**src/rtl/csr_file_if.sv**
```systemverilog
// CSR file bus: Execute read port, Writeback write port,
// trap/mret controls and the trap-state outputs to the pipeline.
//   master: pipeline side   slave: csr_file side
interface csr_file_if;
   logic [11:0] readAddress;
   logic [31:0] readData;
   logic        readIllegal;
   logic [11:0] destinationCSR;
   logic        csrDestinationEnable;
   logic [31:0] csrWriteData;
   logic        dualValid;
   logic        trapRequest;
   logic [31:0] trapCause;
   logic [31:0] trapPC;
   logic [31:0] trapValue;
   logic        mretRequest;
   logic        interrupt;
   logic [31:0] trapVector;
   logic [31:0] returnAddress;
   logic        interruptPending;

   modport master (
      output readAddress, destinationCSR,
      output csrDestinationEnable, csrWriteData,
      output dualValid, trapRequest, trapCause,
      output trapPC, trapValue, mretRequest,
      output interrupt,
      input  readData, readIllegal, trapVector,
      input  returnAddress, interruptPending
   );

   modport slave (
      input  readAddress, destinationCSR,
      input  csrDestinationEnable, csrWriteData,
      input  dualValid, trapRequest, trapCause,
      input  trapPC, trapValue, mretRequest,
      input  interrupt,
      output readData, readIllegal, trapVector,
      output returnAddress, interruptPending
   );
endinterface

```
**src/rtl/csr_file.sv**
```systemverilog
// Machine-mode CSR file: trap state, mcycle/minstret, trap/mret
// sequencing. Ports: clock, reset (async high), bus (csr_file_if.slave).
module csr_file #(
   parameter logic [31:0] HART_ID     = 32'd0,
   parameter logic [31:0] MTVEC_RESET = 32'h0000_0100
) (
   input logic       clock,
   input logic       reset,
   csr_file_if.slave bus
);

   typedef enum logic [11:0] {
      CSR_MSTATUS   = 12'h300,
      CSR_MISA      = 12'h301,
      CSR_MIE       = 12'h304,
      CSR_MTVEC     = 12'h305,
      CSR_MSCRATCH  = 12'h340,
      CSR_MEPC      = 12'h341,
      CSR_MCAUSE    = 12'h342,
      CSR_MTVAL     = 12'h343,
      CSR_MIP       = 12'h344,
      CSR_MCYCLE    = 12'hB00,
      CSR_MINSTRET  = 12'hB02,
      CSR_MCYCLEH   = 12'hB80,
      CSR_MINSTRETH = 12'hB82,
      CSR_MHARTID   = 12'hF14
   } destinationCSR_e;

   logic        mie_q, mie_d;
   logic        mpie_q, mpie_d;
   logic        meie_q, meie_d;
   logic [31:2] mtvec_q, mtvec_d;
   logic [31:0] mscratch_q, mscratch_d;
   logic [31:2] mepc_q, mepc_d;
   logic [31:0] mcause_q, mcause_d;
   logic [31:0] mtval_q, mtval_d;
   logic [63:0] mcycle_q, mcycle_d;
   logic [63:0] minstret_q, minstret_d;
   logic        we;

   // a write colliding with trap entry is discarded as a whole
   assign we = bus.csrDestinationEnable & ~bus.trapRequest;

   always_comb begin
      mie_d      = mie_q;
      mpie_d     = mpie_q;
      meie_d     = meie_q;
      mtvec_d    = mtvec_q;
      mscratch_d = mscratch_q;
      mepc_d     = mepc_q;
      mcause_d   = mcause_q;
      mtval_d    = mtval_q;
      mcycle_d   = mcycle_q + 64'd1;
      minstret_d = minstret_q + {63'd0, bus.dualValid};

      if (bus.trapRequest) begin
         mepc_d   = bus.trapPC[31:2];
         mcause_d = bus.trapCause;
         mtval_d  = bus.trapValue;
         mpie_d   = mie_q;
         mie_d    = 1'b0;
      end else if (bus.mretRequest) begin
         mie_d  = mpie_q;
         mpie_d = 1'b1;
      end else if (we) begin
         case (bus.destinationCSR)
            CSR_MSTATUS: begin
               mie_d  = bus.csrWriteData[3];
               mpie_d = bus.csrWriteData[7];
            end
            CSR_MEPC:   mepc_d   = bus.csrWriteData[31:2];
            CSR_MCAUSE: mcause_d = bus.csrWriteData;
            CSR_MTVAL:  mtval_d  = bus.csrWriteData;
            default: ;
         endcase
      end

      // a written counter half takes the data; the other half holds
      if (we) begin
         case (bus.destinationCSR)
            CSR_MIE:      meie_d     = bus.csrWriteData[11];
            CSR_MTVEC:    mtvec_d    = bus.csrWriteData[31:2];
            CSR_MSCRATCH: mscratch_d = bus.csrWriteData;
            CSR_MCYCLE:
               mcycle_d = {mcycle_q[63:32], bus.csrWriteData};
            CSR_MCYCLEH:
               mcycle_d = {bus.csrWriteData, mcycle_q[31:0]};
            CSR_MINSTRET:
               minstret_d = {minstret_q[63:32], bus.csrWriteData};
            CSR_MINSTRETH:
               minstret_d = {bus.csrWriteData, minstret_q[31:0]};
            default: ;
         endcase
      end
   end

   always_ff @(posedge clock or posedge reset) begin
      if (reset) begin
         mie_q      <= 1'b0;
         mpie_q     <= 1'b0;
         meie_q     <= 1'b0;
         mtvec_q    <= MTVEC_RESET[31:2];
         mscratch_q <= 32'd0;
         mepc_q     <= 30'd0;
         mcause_q   <= 32'd0;
         mtval_q    <= 32'd0;
         mcycle_q   <= 64'd0;
         minstret_q <= 64'd0;
      end else begin
         mie_q      <= mie_d;
         mpie_q     <= mpie_d;
         meie_q     <= meie_d;
         mtvec_q    <= mtvec_d;
         mscratch_q <= mscratch_d;
         mepc_q     <= mepc_d;
         mcause_q   <= mcause_d;
         mtval_q    <= mtval_d;
         mcycle_q   <= mcycle_d;
         minstret_q <= minstret_d;
      end
   end

   always_comb begin
      bus.readData    = 32'd0;
      bus.readIllegal = 1'b0;
      case (bus.readAddress)
         CSR_MSTATUS:
            bus.readData = {19'd0, 2'b11, 3'd0, mpie_q,
                            3'd0, mie_q, 3'd0};
         CSR_MISA:      bus.readData = 32'h4000_0100;
         CSR_MIE:       bus.readData = {20'd0, meie_q, 11'd0};
         CSR_MTVEC:     bus.readData = {mtvec_q, 2'b00};
         CSR_MSCRATCH:  bus.readData = mscratch_q;
         CSR_MEPC:      bus.readData = {mepc_q, 2'b00};
         CSR_MCAUSE:    bus.readData = mcause_q;
         CSR_MTVAL:     bus.readData = mtval_q;
         CSR_MIP:       bus.readData = {20'd0, bus.interrupt, 11'd0};
         CSR_MCYCLE:    bus.readData = mcycle_q[31:0];
         CSR_MCYCLEH:   bus.readData = mcycle_q[63:32];
         CSR_MINSTRET:  bus.readData = minstret_q[31:0];
         CSR_MINSTRETH: bus.readData = minstret_q[63:32];
         CSR_MHARTID:   bus.readData = HART_ID;
         default:       bus.readIllegal = 1'b1;
      endcase
   end

   assign bus.trapVector       = {mtvec_q, 2'b00};
   assign bus.returnAddress    = {mepc_q, 2'b00};
   assign bus.interruptPending = bus.interrupt & mie_q & meie_q;

endmodule

```
**src/flat_wrapper.sv**
```systemverilog
// flat-port wrapper written by rule: the top's interface ports become plain ports
module csr_file_flat 
#(
   parameter logic [31:0] HART_ID     = 32'd0,
   parameter logic [31:0] MTVEC_RESET = 32'h0000_0100
)
  (clock, reset, bus_readAddress, bus_destinationCSR, bus_csrDestinationEnable, bus_csrWriteData, bus_dualValid, bus_trapRequest, bus_trapCause, bus_trapPC, bus_trapValue, bus_mretRequest, bus_interrupt, bus_readData, bus_readIllegal, bus_trapVector, bus_returnAddress, bus_interruptPending);
  csr_file_if bus_i ();
  input logic clock;
  input logic reset;
  input wire logic [$bits(bus_i.readAddress)-1:0] bus_readAddress;
  input wire logic [$bits(bus_i.destinationCSR)-1:0] bus_destinationCSR;
  input wire logic [$bits(bus_i.csrDestinationEnable)-1:0] bus_csrDestinationEnable;
  input wire logic [$bits(bus_i.csrWriteData)-1:0] bus_csrWriteData;
  input wire logic [$bits(bus_i.dualValid)-1:0] bus_dualValid;
  input wire logic [$bits(bus_i.trapRequest)-1:0] bus_trapRequest;
  input wire logic [$bits(bus_i.trapCause)-1:0] bus_trapCause;
  input wire logic [$bits(bus_i.trapPC)-1:0] bus_trapPC;
  input wire logic [$bits(bus_i.trapValue)-1:0] bus_trapValue;
  input wire logic [$bits(bus_i.mretRequest)-1:0] bus_mretRequest;
  input wire logic [$bits(bus_i.interrupt)-1:0] bus_interrupt;
  output wire logic [$bits(bus_i.readData)-1:0] bus_readData;
  output wire logic [$bits(bus_i.readIllegal)-1:0] bus_readIllegal;
  output wire logic [$bits(bus_i.trapVector)-1:0] bus_trapVector;
  output wire logic [$bits(bus_i.returnAddress)-1:0] bus_returnAddress;
  output wire logic [$bits(bus_i.interruptPending)-1:0] bus_interruptPending;
  assign bus_i.readAddress = bus_readAddress;
  assign bus_i.destinationCSR = bus_destinationCSR;
  assign bus_i.csrDestinationEnable = bus_csrDestinationEnable;
  assign bus_i.csrWriteData = bus_csrWriteData;
  assign bus_i.dualValid = bus_dualValid;
  assign bus_i.trapRequest = bus_trapRequest;
  assign bus_i.trapCause = bus_trapCause;
  assign bus_i.trapPC = bus_trapPC;
  assign bus_i.trapValue = bus_trapValue;
  assign bus_i.mretRequest = bus_mretRequest;
  assign bus_i.interrupt = bus_interrupt;
  assign bus_readData = bus_i.readData;
  assign bus_readIllegal = bus_i.readIllegal;
  assign bus_trapVector = bus_i.trapVector;
  assign bus_returnAddress = bus_i.returnAddress;
  assign bus_interruptPending = bus_i.interruptPending;
  csr_file #(.HART_ID(HART_ID), .MTVEC_RESET(MTVEC_RESET)) u_core (.clock(clock), .reset(reset), .bus(bus_i));
endmodule
```
**config.mk**
```make
export PLATFORM = sky130hd
export DESIGN_NAME = csr_file_flat
export DESIGN_NICKNAME = d
export VERILOG_FILES = /design/src/rtl/csr_file_if.sv /design/src/rtl/csr_file.sv /design/src/flat_wrapper.sv
export SDC_FILE = /design/constraint.sdc
export NUM_CORES = 1
export LEC_CHECK = 0
export BUFFER_PORTS_ARGS = -buffer_cell sky130_fd_sc_hd__buf_2
export CORE_ASPECT_RATIO = 1.75
export CORE_UTILIZATION = 55
export DETAILED_ROUTE_END_ITERATION = 8
export GPL_ROUTABILITY_DRIVEN = 0
export PLACE_DENSITY_LB_ADDON = 0.08
export REMOVE_ABC_BUFFERS = 1
export SETUP_SLACK_MARGIN = 0.3
export SYNTH_ARGS = -nofsm -noshare
export SYNTH_HDL_FRONTEND = slang
export SYNTH_SLANG_ARGS = --single-unit
```
**constraint.sdc**
```tcl
create_clock -name clock -period 25.9 [get_ports clock]
set_input_delay 5.18 -clock clock [delete_from_list [all_inputs] [get_ports clock]]
set_output_delay 5.18 -clock clock [all_outputs]
set_load 0.01 [all_outputs]
```
==> results.txt <==
The share of post-route cells with drive strength above 1 is 23.8%. Pin placement for this block handled 257 I/O pins. The max-slew violation total from the final report is 0.

The maximum clock insertion buffer count is 3. Timing would allow up to 72.5 MHz. The slew at the pin closest to its max-slew limit is 1.34 ns. The via count of the first global-routing pass is 16900. The maximum number of pins on one net before global-route repair is 153.

The endpoint required time on the critical path is 20.72 ns. Among all flip-flop cells after synthesis, the most frequent one is dfrtp_1. Summed over all layers, the routed wires come to around 67000 um. The distinct cell type count after synthesis is 71. The sequential cell area fraction in the yosys report came out at approximately two fifths. The critical path class is in2out. Together, buffers and inverters on the worst path number 3. The total CTS buffers is 29. The net total in the final layout is about 2200.

The total of warnings raised by yosys came out at 0. Setup repair after global routing left no endpoint under its margin. The number of buffers inserted by port buffering is 250.

The die boundary height came out at 238 um. The type of element launching the critical path is a primary input. The slowest cell on the critical path is nor3_2. The worst setup skew after layout came out at 0.0191 ns.

The async set-reset flop share out of synthesis is 100%. After detailed routing, the average wire length per cell comes to 26.7 um. Once detail routing completed, the nets flagged for antenna violations numbered 0. The area of the mapped netlist came out at roughly 17000 um^2. At the worst endpoint, the arrival time is 8.62 ns. The aggregate global routing overflow came out at 0. The cell family contributing the most delay on the critical path is simple AND/OR/NAND/NOR gates. The final period demand of the worst path is 13.80 ns.

Measured on the finished design, the core utilization comes to 62.9%. The mean number of vias per cell is just under 7. The headroom to the max-slew limit is about 10%.

The hold violation total from the final report is 0. The standard-cell row count is 86. The tree is rooted in a clkbuf_16.

The number of design-rule violations left by the first detailed-router iteration came out at roughly 2200. The path depth of the worst reg2reg path came out at 7. The number of post-CTS setup repair buffers came out at 0. The ratio of final minimum period to clock period came out at 53.3%. The stage delay of the slowest cell on the critical path came out at 1.11 ns.

The tightest min-delay check is of the reg2reg type. The post-synthesis instance total came out at 1952. The cts-stage hold buffer count came out at 0. The overall fraction of global-route tracks in use is about 41%. The cell repeated most along the worst path is buf_2. The clock drives 287 sinks.

The clock network latency to the later pin of the worst-skew pair came out at 0.58 ns. Hold timing on the final database bottoms out at a slack of 0.511 ns. The layout overhead on the synthesized area is 12.9%. The initial antenna violation count is 1.

The count of flip-flops with a built-in enable after synthesis is 0. The number of max-cap violations is 0. The first TritonRoute pass finished after 8 iterations. The total of flip-flops plus latches after synthesis came out at 287. The wire length of the first global-routing pass is between 90000 and 100000 um. The number of gates given a new drive strength after cts came out at 0.

Power spread over the standard cell area amounts to 53.1 nW/um^2. The clock-pin slew on the worst setup and hold paths came out at 0.06 ns. Setup total negative slack on the finished layout was measured at 0 ns. The total die area came out at 32500 um^2. Across the VDD grid, the largest voltage drop is roughly 0.062 mV. In the routed design, unresolved DRC markers number 0. The leakage power is 8.49 nW. The worst setup slack before clock tree synthesis is 12.25 ns. Along the worst path, the maximum fanout reaches 19.

The initial core utilization is around 56%. The detailed router placed approximately 17000 vias in this run. The post-layout worst setup margin came out at 12.10 ns. Setup violations remaining at the end of the flow were counted as 0. TritonCTS built the clock tree. In this run the number of H-tree levels came out at 1. Each instance of the synthesized netlist takes up on average between 8 and 9 um^2. The run finished with clean final reports.

The signal on the critical path passes through buf_2 > or3_1 > or4_1 > nor3_2 > buf_4 > a22oi_1 > nand4_1 > buf_2. The core region is about 31000 um^2. The worst setup path is captured at an output port.

The cell count of the worst hold path came out at 1. The count of cell instances traversed by the critical path is 8. The width of the die is 137 um. The estimated wirelength of the detail-placed design came out at about 45000 um.
-- sequential cells by signal, indices dropped and copies added, names as in the netlist --
register / count
u_core.meie_q: 1
u_core.mpie_q: 1
u_core.mcycle_q: 64
u_core.mie_q: 1
u_core.mtvec_q: 30
u_core.minstret_q: 64
u_core.mscratch_q: 32
u_core.mtval_q: 32
u_core.mepc_q: 30
u_core.mcause_q: 32
-- Yosys cell counts, drive strengths merged, types with 9 or more instances --
master	n	area (um^2)
a222oi	18	180
clkbuf	124	470
xnor2	11	96.3
mux2	137	1540
o22ai	21	131
nand4	61	412
a21oi	134	671
o21ai	92	460
nor4	35	269
a22o	21	184
o32ai	14	123
buf	53	274
mux2i	50	500
nand3	95	475
and4	17	149
nor3	55	290
a31oi	39	244
dfrtp	286	7160
nand2	191	717
o31ai	9	67.6
inv	19	71.3
nor2	156	586
or3	14	87.6
and3	32	200
a211oi	28	215
nor2b	43	269
a221oi	12	105
a22oi	68	510
o211ai	13	97.6
-- power breakdown --
part	total (W)	internal, W	leakage (nW)	switching, W
registers	0.000507	0.000473	3.60	0.0000338
logic	0.000108	0.0000453	4.43	0.0000622
clock network	0.000432	0.000242	0.461	0.000190
-- cell type report --
class                   instances  area, um^2
diodes                          1        2.50
clock buffers                  40         827
clock inverters                 9         108
fillers                      2751       11600
inverters                      19        78.8
multi-input cells            1472        9540
flip-flops and latches        287        7180
well taps                     396         495
repair buffers                277        1470
-- cells by family after synthesis --
group           after synthesis  share of synthesized area, %
compound gates              524                          19.9
xor+xnor                     17                         0.853
fa+ha+maj                     3                         0.215
buf+inv                     196                          4.67
flops                       287                          41.1
mux                         187                          11.7
other cells                   1                        0.0215
simple gates                737                          21.5
-- worst reg2reg max path: stages, from the launching register on --
cell	delay (ns)
dfrtp_1	0.48
ha_1	0.27
nand3_1	0.19
nor4_2	0.87
nand4_1	0.90
or3_1	0.71
o22ai_1	0.17
nor2_1	0.06
-- per-stage QoR --
step	area (um^2)	std cells	total power [W]
floorplan	16700	1778	0.000561
global placement	18800	2451	0.000615
global route	19700	2501	0.00108
detailed placement	18800	2451	0.000620
finish	19700	2501	0.00105
CTS	19700	2500	0.00104
-- worst paths after layout --
path | from | endpoint | slack (ns)
max | bus_readAddress[7] | bus_readData[30] | 12.10
min | u_core.mscratch_q[5] | u_core.mscratch_q[5] | 0.51
max reg2reg | u_core.mcycle_q[1] | u_core.mcycle_q[52] | 22.13
min reg2reg | u_core.mscratch_q[5] | u_core.mscratch_q[5] | 0.51
max in group asynchronous | reset | u_core.mcycle_q[57] | 19.59
min in group asynchronous | reset | u_core.mepc_q[29] | 4.78
-- cells in the final DEF (no fill, tap or decap), drive strengths merged, types with 12 or more instances in the layout --
master	instances
nor3	55
o32ai	14
a222oi	18
nor2	156
a221oi	12
o22ai	21
a22o	21
inv	21
nand2	191
clkbuf	40
a22oi	68
buf	277
nand3	95
nand4	61
nor2b	43
mux2i	50
or3	14
and4	17
a31oi	39
mux2	137
and3	32
o21ai	92
o211ai	13
a211oi	28
nor4	35
dfrtp	286
a21oi	134
-- layer usage --
metal | GRT usage, % | part of all wire [%] | wire [um]
met2 | 64.4 | 47 | 31200
met5 | 0 | 0 | 0
met3 | 9.04 | 9.4 | 6270
met4 | 30.7 | 8.2 | 5450
met1 | 49.6 | 36 | 23800
Note: power is estimated with default switching activity, not from simulation.
